===== src/rtl/regfile_pkg.sv =====
// regfile_pkg: shared register-file sizing and the dump sequencer state type.
package regfile_pkg;
  localparam int DATA_W = 16;
  localparam int SEL_W = 4;
  localparam int REG_COUNT = 1 << SEL_W;
  typedef enum logic [1:0] {IDLE, READ, DRAIN, CSUM} dump_state_t;
endpackage


===== src/rtl/regfile_dump_fifo.sv =====
// regfile_dump_fifo: 2-entry shift FIFO for packed {data, index, last} words; head is always entry 0.
module regfile_dump_fifo #(
  parameter int W = 21
) (
  input  logic         clk,
  input  logic         reset,
  input  logic         push,
  input  logic         pop,
  input  logic [W-1:0] in_word,
  output logic [W-1:0] out_word,
  output logic         full,
  output logic         empty
);
  logic [W-1:0] r_e0, r_e1;
  logic [1:0]   r_cnt;
  assign out_word = r_e0;
  assign full = r_cnt == 2'd2;
  assign empty = r_cnt == 2'd0;
  always_ff @(posedge clk or posedge reset) begin
    if (reset) begin
      r_e0 <= '0;
      r_e1 <= '0;
      r_cnt <= 2'd0;
    end else if (push && pop) begin
      if (full) begin
        r_e0 <= r_e1;
        r_e1 <= in_word;
      end else r_e0 <= in_word;
    end else if (push) begin
      if (empty) r_e0 <= in_word;
      else r_e1 <= in_word;
      r_cnt <= r_cnt + 2'd1;
    end else if (pop) begin
      r_e0 <= r_e1;
      r_cnt <= r_cnt - 2'd1;
    end
  end
endmodule


===== src/rtl/regfile_dump.sv =====
// regfile_dump: walks rf_select over a wrapping register range and streams the words out on valid/ready.
// Define REGFILE_DUMP_CSUM_EN to append a modulo-2^16 checksum word after the data.
module regfile_dump #(
  parameter int DATA_W = regfile_pkg::DATA_W,
  parameter int SEL_W = regfile_pkg::SEL_W
) (
  input  logic              clk,
  input  logic              reset,
  input  logic              start,
  input  logic [SEL_W-1:0]  first_reg,
  input  logic [SEL_W-1:0]  last_reg,
  output logic [SEL_W-1:0]  rf_select,
  input  logic [DATA_W-1:0] rf_data,
  output logic              out_valid,
  input  logic              out_ready,
  output logic [DATA_W-1:0] out_data,
  output logic [SEL_W-1:0]  out_index,
  output logic              out_last,
  output logic              out_csum,
  output logic              busy,
  output logic              done
);
  import regfile_pkg::*;
  localparam int W = DATA_W + SEL_W + 1;
  dump_state_t      r_state;
  logic [SEL_W-1:0] r_sel, r_rem;
  logic             r_pend, r_busy, r_done;
  logic             w_full, w_empty, w_pop, w_push, w_space, w_issue;
  logic [W-1:0]     w_in, w_out;
  assign rf_select = r_sel;
  assign busy = r_busy;
  assign done = r_done;
  assign out_valid = !w_empty;
  assign {out_data, out_index, out_last} = w_out;
  assign w_pop = out_valid && out_ready;
  // r_pend marks a select whose data lands in the FIFO at the next edge; only issue if that cannot overflow
  assign w_space = w_pop ? !(w_full && r_pend) : (w_empty || (!w_full && !r_pend));
  assign w_issue = (r_state == READ) && (r_rem != '0) && w_space;
`ifdef REGFILE_DUMP_CSUM_EN
  logic [DATA_W-1:0] r_sum;
  logic              w_csum_push;
  assign w_csum_push = (r_state == DRAIN) && (!w_full || w_pop);
  assign w_push = r_pend || w_csum_push;
  assign w_in = r_pend ? {rf_data, r_sel, 1'b0} : {r_sum, {SEL_W{1'b0}}, 1'b1};
  assign out_csum = out_valid && out_last;
  always_ff @(posedge clk or posedge reset) begin
    if (reset) r_sum <= '0;
    else if (r_state == IDLE) r_sum <= '0;
    else if (r_pend) r_sum <= r_sum + rf_data;
  end
`else
  assign w_push = r_pend;
  assign w_in = {rf_data, r_sel, r_rem == '0};
  assign out_csum = 1'b0;
`endif
  regfile_dump_fifo #(.W(W)) u_fifo (
    .clk(clk), .reset(reset), .push(w_push), .pop(w_pop),
    .in_word(w_in), .out_word(w_out), .full(w_full), .empty(w_empty)
  );
  always_ff @(posedge clk or posedge reset) begin
    if (reset) begin
      r_state <= IDLE;
      r_sel <= '0;
      r_rem <= '0;
      r_pend <= 1'b0;
      r_busy <= 1'b0;
      r_done <= 1'b0;
    end else begin
      r_done <= w_pop && out_last;
      r_pend <= w_issue;
      case (r_state)
        IDLE: if (start) begin
          r_state <= READ;
          r_sel <= first_reg;
          r_rem <= last_reg - first_reg;
          r_pend <= 1'b1;
          r_busy <= 1'b1;
        end
        READ: if (w_issue) begin
          r_sel <= r_sel + SEL_W'(1);
          r_rem <= r_rem - SEL_W'(1);
        end else if (r_rem == '0) r_state <= DRAIN;
`ifdef REGFILE_DUMP_CSUM_EN
        DRAIN: if (w_csum_push) r_state <= CSUM;
`endif
        default: ;
      endcase
      if (w_pop && out_last) begin
        r_state <= IDLE;
        r_busy <= 1'b0;
      end
    end
  end
endmodule


===== config.mk =====
export PLATFORM = sky130hd
export DESIGN_NAME = regfile_dump
export DESIGN_NICKNAME = d
export VERILOG_FILES = /design/src/rtl/regfile_pkg.sv /design/src/rtl/regfile_dump_fifo.sv /design/src/rtl/regfile_dump.sv
export SDC_FILE = /design/constraint.sdc
export NUM_CORES = 1
export LEC_CHECK = 0
export ABC_AREA = 0
export CORE_MARGIN = 5
export CORE_UTILIZATION = 40
export DETAILED_ROUTE_END_ITERATION = 8
export DONT_BUFFER_PORTS = 1
export GPL_TIMING_DRIVEN = 0
export SETUP_SLACK_MARGIN = 0.2
export SLEW_MARGIN = 15
export SYNTH_ARGS = -nofsm -noshare
export SYNTH_HDL_FRONTEND = slang
export SYNTH_SLANG_ARGS = --single-unit
export TNS_END_PERCENT = 50

===== constraint.sdc =====
create_clock -name clk -period 3.8 [get_ports clk]
set_input_delay 0.76 -clock clk [delete_from_list [all_inputs] [get_ports clk]]
set_output_delay 0.76 -clock clk [all_outputs]
set_load 0.02 [all_outputs]

* Yosys cells after proc, flatten, opt, wreduce, memory -nomap -nowiden
Cells that the tools add are included.
** Storage, ports and cells
- Register bits :: 57
** Operators by class
- Multiplexer cells :: 28
- Add/subtract/negate cells :: 5
- Eq/ne operators :: 10
- Reductions and logical operators :: 29
- Bitwise gates (word level) :: 1
** Operator list (number)
- 2-to-1 mux 21 bit :: 9
- 2-to-1 mux 4 bit :: 4
- case mux 4 bit (2 select lines) :: 2
- 2-to-1 mux 2 bit :: 6
- nonzero test 2 bit :: 5
- logical AND 1 bit :: 7
- 2-to-1 mux 1 bit :: 6
- inequality test 2 bit, second input constant :: 3
- inequality test 3 x 1 -> 1 bit, second input constant :: 2
- AND reduction 2 bit :: 3
- AND reduction 3 bit :: 2
- nonzero test 3 bit :: 2
- adder 4 x 1 -> 4 bit, second input constant :: 1
- logical NOT 1 bit :: 4
- logical NOT 2 bit :: 2
- logical NOT 4 bit :: 1
- case mux 2 bit (2 select lines) :: 1
- AND reduction 4 bit :: 1
- nonzero test 4 bit :: 1
- subtractor 4 x 1 -> 4 bit, second input constant :: 1
- subtractor 4 bit :: 1
- inequality test 3 x 2 -> 1 bit, second input constant :: 1
- inequality test 3 bit, second input constant :: 1
- adder 2 x 1 -> 2 bit, second input constant :: 1
- 6 further kinds :: 6

* Logic depth before layout (Yosys ltp)
- Word-level depth :: 9
- Depth in mapped cells :: 8

* Hierarchy
Synthesis repeated with hierarchy kept, for this count alone.
** Second synthesis, totals
- Cells, all modules :: 327
- Area, all modules :: 3340.7 um^2
** By module, submodules not included
- regfile_dump_fifo :: instances 1, cells each 233, sequential area each 1101.1 um^2, area an instance 2483.6 um^2
- regfile_dump :: instances 1, cells each 94, sequential area each 325.3 um^2, area an instance 857.1 um^2

* Worst setup path after synthesis
Ideal clock, no wire load.
- Path kind :: input -> register
- Start :: input port out_ready
- End :: register u_fifo.r_e1[10]
- Setup time :: 0.125 ns
- Path buffers :: 1
- Data arrival time :: 1.991 ns
- Path slack :: 1.684 ns
- Required time :: 3.675 ns
- Stages :: 5
- Path through :: o21a_1 -> ha_1 -> a211oi_1 -> buf_2 -> mux2_2
** Between the ends
- Cells in the longest elaborated chain, start to end :: 4
- Elaborated cells on any way between the ends :: 7
** RTL lines
- from (decl) :: RTL line regfile_dump.sv:15 : input logic out_ready,
- logical AND 1 bit (*) :: RTL line regfile_dump.sv:35 : assign w_pop = out_valid && out_ready;
- logical AND 1 bit (*) :: RTL line regfile_dump_fifo.sv:24 : end else if (push && pop) begin
- inequality test 2 x 1 -> 1 bit (no line), or another cell as far along
- AND reduction 3 bit (no line)
- to (signal assigned) :: RTL line regfile_dump_fifo.sv:27 : r_e1 <= in_word;
- to (signal assigned) :: RTL line regfile_dump_fifo.sv:31 : else r_e1 <= in_word;
- to (decl) :: RTL line regfile_dump_fifo.sv:14 : logic [W-1:0] r_e0, r_e1;
Mark *: on every way between the ends. The rest lies on a longest branch, timed or not.
A chain may end at the register's enable or synchronous reset.

* Worst setup path in the final report
- Start :: register u_fifo.r_cnt[0]
- End :: register u_fifo.r_e1[10]
** Between the ends
- Cells in the longest elaborated chain, start to end :: 6
- Elaborated cells on any way between the ends :: 10
** RTL lines
- from (decl) :: RTL line regfile_dump_fifo.sv:15 : logic [1:0] r_cnt;
- from (signal assigned) :: RTL line regfile_dump_fifo.sv:32 : r_cnt <= r_cnt + 2'd1;
- from (signal assigned) :: RTL line regfile_dump_fifo.sv:35 : r_cnt <= r_cnt - 2'd1;
- logical NOT 2 bit :: RTL line regfile_dump_fifo.sv:18 : assign empty = r_cnt == 2'd0;
- logical NOT 1 bit :: RTL line regfile_dump.sv:33 : assign out_valid = !w_empty;
- logical AND 1 bit :: RTL line regfile_dump.sv:35
- logical AND 1 bit :: RTL line regfile_dump_fifo.sv:24
- inequality test 2 x 1 -> 1 bit (no line), or another cell as far along
- AND reduction 3 bit (no line)
Several ways; a longest one is shown, not always the timed one.

==> metrics.txt <==
# TYPE chip_impl_metric gauge
chip_impl_metric{name="crit_required",unit="ns"} 4.02
chip_impl_metric{name="fin_ws",unit="ns"} 1.54
chip_impl_info{name="critical_path_class",value="register to register"} 1
chip_impl_info{name="most_common_cell_after_layout_fill_and_taps_aside",value="sky130_fd_sc_hd__dfrtp_1"} 1
chip_impl_metric{name="cts_buffers",unit=""} 9
chip_impl_metric{name="die_area",unit="mm2"} 0.00863
chip_impl_metric{name="detail_route.wirelength",unit="um"} 5610
chip_impl_metric{name="vertical_extent_of_the_die",unit="um"} 92.9
chip_impl_metric{name="post-route-drc-count",unit=""} 0
chip_impl_metric{name="drt.antenna.violating_nets",unit=""} 0
chip_impl_metric{name="drt_pre_antenna_iters",unit=""} 4
chip_impl_metric{name="grt_pass1_vias",unit=""} 1820
chip_impl_info{name="worst_setup_path_start_kind",value="register"} 1
chip_impl_metric{name="final.setup_skew",unit="ns"} 0.00738
chip_impl_info{name="top_library_cells_by_usage_in_the_layout_fill_and_taps_aside",value="57 x sky130_fd_sc_hd__dfrtp_1, 24 x sky130_fd_sc_hd__nand2_1, 23 x sky130_fd_sc_hd__o21ai_0"} 1
chip_impl_metric{name="post_route_cells_drive_above_1_share",unit=""} 0.202
chip_impl_metric{name="post_cts.repair.setup_buffers",unit=""} 0
chip_impl_metric{name="port_buffers",unit=""} 0
chip_impl_metric{name="synth_seq_cells",unit=""} 57
chip_impl_metric{name="width_of_the_die",unit="um"} 92.9
chip_impl_metric{name="synth-adder-area-share",unit=""} 0.0346
chip_impl_metric{name="h-tree-depth",unit=""} 3
chip_impl_info{name="worst_path_max_delay_cell",value="sky130_fd_sc_hd__a211oi_1"} 1
chip_impl_metric{name="vias_per_cell",unit=""} 5.33
chip_impl_metric{name="worst-slew-pin-transition",unit="ns"} 0.708
chip_impl_metric{name="ys_async_sr_fraction",unit=""} 1.00
chip_impl_metric{name="synth-seq-area-share",unit=""} 0.519
chip_impl_metric{name="effective_utilization_at_floorplan",unit=""} 0.407
chip_impl_metric{name="routed_wire_length_per_instance",unit="um"} 16.6
chip_impl_metric{name="timing.max_slew.rel_slack",unit=""} 0.528
chip_impl_metric{name="clock_latency_on_the_worst_skew_pair",unit="ns"} 0.34
chip_impl_metric{name="critPathBufInv",unit=""} 2
chip_impl_metric{name="antenna_cells",unit=""} 0
chip_impl_info{name="worstPathCellList",value="buf_6 -> o21a_1 -> ha_1 -> a211oi_1 -> buf_2 -> mux2_2"} 1
chip_impl_metric{name="ff2ff_path_depth",unit=""} 6
chip_impl_metric{name="finalWorstPathRequiredPeriod",unit="ns"} 2.26
chip_impl_metric{name="ys_warn_count",unit=""} 0
chip_impl_metric{name="cts_resized",unit=""} 0
chip_impl_metric{name="slowest_delay",unit="ns"} 0.46
chip_impl_info{name="tritoncts",value="yes"} 1
chip_impl_metric{name="grt.overflow.total",unit=""} 0
chip_impl_metric{name="vdd.ir_drop.worst",unit="mV"} 0.166
chip_impl_metric{name="cap_viol_max_count",unit=""} 0
chip_impl_info{name="synthFlopType",value="sky130_fd_sc_hd__dfrtp_1"} 1
chip_impl_metric{name="cellLeakagePower",unit="uW"} 0.00151
chip_impl_metric{name="cts_hold_buf",unit=""} 0
chip_impl_metric{name="setup_tns",unit="ns"} 0
chip_impl_metric{name="row_cnt",unit=""} 30
chip_impl_info{name="critical_path.endpoint_type",value="register"} 1
chip_impl_metric{name="placement.setup.worst_slack",unit="ns"} 1.35
chip_impl_metric{name="r2r_setup_slack",unit="ns"} 1.54
chip_impl_info{name="worst_r2r_startpoint",value="u_fifo.r_cnt[0]"} 1
chip_impl_metric{name="floorplan.core_area",unit="mm2"} 0.00676
chip_impl_metric{name="grt_usage",unit=""} 0.138
chip_impl_metric{name="drtIter0Drc",unit=""} 71
chip_impl_metric{name="finalHoldViolCount",unit=""} 0
chip_impl_metric{name="cts_num_sinks",unit=""} 57
chip_impl_metric{name="total_power_of_the_final_layout",unit="uW"} 1340
chip_impl_metric{name="fill_cells",unit=""} 656
chip_impl_metric{name="via_count",unit=""} 1803
chip_impl_metric{name="area_growth",unit="%"} 10.4
chip_impl_info{name="cts.root.buffer_cell",value="sky130_fd_sc_hd__clkbuf_8"} 1
chip_impl_metric{name="clock_transition_at_the_registers_of_the_reported_paths",unit="ns"} 0.07
chip_impl_metric{name="io_pins",unit=""} 57
chip_impl_info{name="critPathTopFamily",value="compound AO/OA/AOI/OAI gates"} 1
chip_impl_metric{name="synth_edf_count",unit=""} 0
chip_impl_metric{name="clock_tree.buffer_depth",unit=""} 2
chip_impl_metric{name="dp_hpwl",unit="um"} 4040
chip_impl_metric{name="finalCritPeriodShare",unit=""} 0.594
chip_impl_metric{name="critPathArrivalTime",unit="ns"} 2.48
chip_impl_metric{name="timing.final.max_slew_violations",unit=""} 0
chip_impl_metric{name="synth_cell_types",unit=""} 45
chip_impl_metric{name="synth_compound_area_frac",unit=""} 0.113
chip_impl_metric{name="number_of_nets_in_the_layout",unit=""} 289
chip_impl_metric{name="synth.avg_cell_area",unit="um2"} 11.3
chip_impl_metric{name="grt_pass1_wl",unit="um"} 9080
chip_impl_info{name="reg2reg_to",value="u_fifo.r_e1[10]"} 1
chip_impl_info{name="outcome",value="completed"} 1
chip_impl_metric{name="critical_path.max_fanout",unit=""} 10
chip_impl_metric{name="syn_nets",unit=""} 278
chip_impl_metric{name="xor_xnor_share_of_the_synthesized_area",unit=""} 0.0159
chip_impl_info{name="grt_setup_unrepaired",value="no"} 1
chip_impl_metric{name="multiInputGateArea",unit="mm2"} 0.00119
chip_impl_metric{name="report.final.setup_viol",unit=""} 0
chip_impl_metric{name="mux_contribution_to_synthesized_area",unit=""} 0.166
chip_impl_info{name="hold_path_class",value="input port to async pin"} 1
chip_impl_metric{name="hold-worst-slack",unit="ns"} 0.394
chip_impl_metric{name="antenna_found_initial",unit=""} 0
chip_impl_metric{name="gp_routability_congestion",unit=""} 0.734
chip_impl_metric{name="cellPowerDensity",unit="mW/mm2"} 442
chip_impl_metric{name="simple_gate_portion_of_the_synthesized_area",unit=""} 0.103
chip_impl_metric{name="register_area",unit="mm2"} 0.00143
chip_impl_metric{name="pin_count_of_the_biggest_net_entering_global_routing",unit=""} 58
chip_impl_info{name="largest_family_of_logic_cells_by_synthesized_area",value="multiplexers"} 1
chip_impl_metric{name="post_synth_inst_count",unit=""} 243
chip_impl_metric{name="synth.cell_area",unit="mm2"} 0.00275
chip_impl_metric{name="max_freq",unit="MHz"} 443
==> final cells by class <==
| class | count | share of cell area |
|---|---|---|
| buffer | 16 | 0.0301 |
| clock buffer | 9 | 0.0408 |
| clock inverter | 6 | 0.0198 |
| multi-input combinational | 160 | 0.393 |
| tap | 80 | 0.0330 |
| sequential | 57 | 0.470 |
| inverter | 10 | 0.0132 |
==> logic make-up (layout without fill, tap and decap cells) <==
logic type | after synthesis | count (layout)
other | 1 | 1
AND/OR/NAND/NOR | 56 | 56
buffers and inverters | 26 | 41
multiplexers | 43 | 43
XOR/XNOR | 5 | 5
adder cells (fa/ha/maj) | 7 | 7
flip-flops | 57 | 57
AO/OA/AOI/OAI | 48 | 48
==> sequential cells by signal (all words and copies together), names as in the netlist <==
| register | count |
|---|---|
| busy | 1 |
| u_fifo.r_cnt | 2 |
| r_pend | 1 |
| r_rem | 4 |
| u_fifo.r_e1 | 21 |
| u_fifo.out_word | 21 |
| r_state | 2 |
| done | 1 |
| rf_select | 4 |
==> how the worst max path moves through the flow <==
| stage | from | endpoint | slack (ns) | cells after the start |
|---|---|---|---|---|
| floorplan | reset | busy | 1.64 | 1 |
| global placement | reset | u_fifo.out_word[8] | 0.96 | 1 |
| detailed placement | out_ready | u_fifo.r_e1[10] | 1.35 | 6 |
| CTS | u_fifo.r_cnt[0] | u_fifo.r_e1[10] | 1.53 | 6 |
| global route | u_fifo.r_cnt[0] | u_fifo.r_e1[4] | 1.45 | 6 |
| finish | u_fifo.r_cnt[0] | u_fifo.r_e1[10] | 1.54 | 6 |
==> stage by stage <==
step	cells	instance area (um2)	util
after floorplan	243	2750	-
after global placement	323	2850	0.422
after detailed placement	323	2850	0.422
after CTS	338	3040	0.449
after global routing	338	3040	0.449
final	338	3040	0.449
==> layer usage <==
metal  vias up  GRT usage  part of all wire  wire length [um]
met5         -          0                 0                 0
met4         0     0.0769             0.025               141
met3        12     0.0406             0.068               380
met2        50      0.209              0.47              2620
met1       876      0.175              0.44              2460
li1        865          -                 -                 -
==> power by group <==
part,internal (uW),total (uW),switching (uW)
Combinational,55.4,173,118
Sequential,622,635,13.3
Clock,295,533,239
==> cell usage after synthesis (3+ instances only) <==
library cell / count / area, um2
sky130_fd_sc_hd__buf_2: 4 / 20.0
sky130_fd_sc_hd__ha_1: 6 / 75.1
sky130_fd_sc_hd__o2bb2ai_1: 3 / 26.3
sky130_fd_sc_hd__nor2_1: 10 / 37.5
sky130_fd_sc_hd__nand2b_1: 4 / 25.0
sky130_fd_sc_hd__xnor2_1: 3 / 26.3
sky130_fd_sc_hd__mux2_2: 19 / 214
sky130_fd_sc_hd__dfrtp_1: 57 / 1430
sky130_fd_sc_hd__inv_1: 10 / 37.5
sky130_fd_sc_hd__o21ai_0: 23 / 115
sky130_fd_sc_hd__a21oi_1: 8 / 40.0
sky130_fd_sc_hd__nand2_1: 24 / 90.1
sky130_fd_sc_hd__mux2i_1: 22 / 220
sky130_fd_sc_hd__clkbuf_1: 6 / 22.5
sky130_fd_sc_hd__nand3_1: 4 / 20.0
sky130_fd_sc_hd__buf_4: 5 / 37.5
No activity file was read; power rests on OpenSTA's default activity.
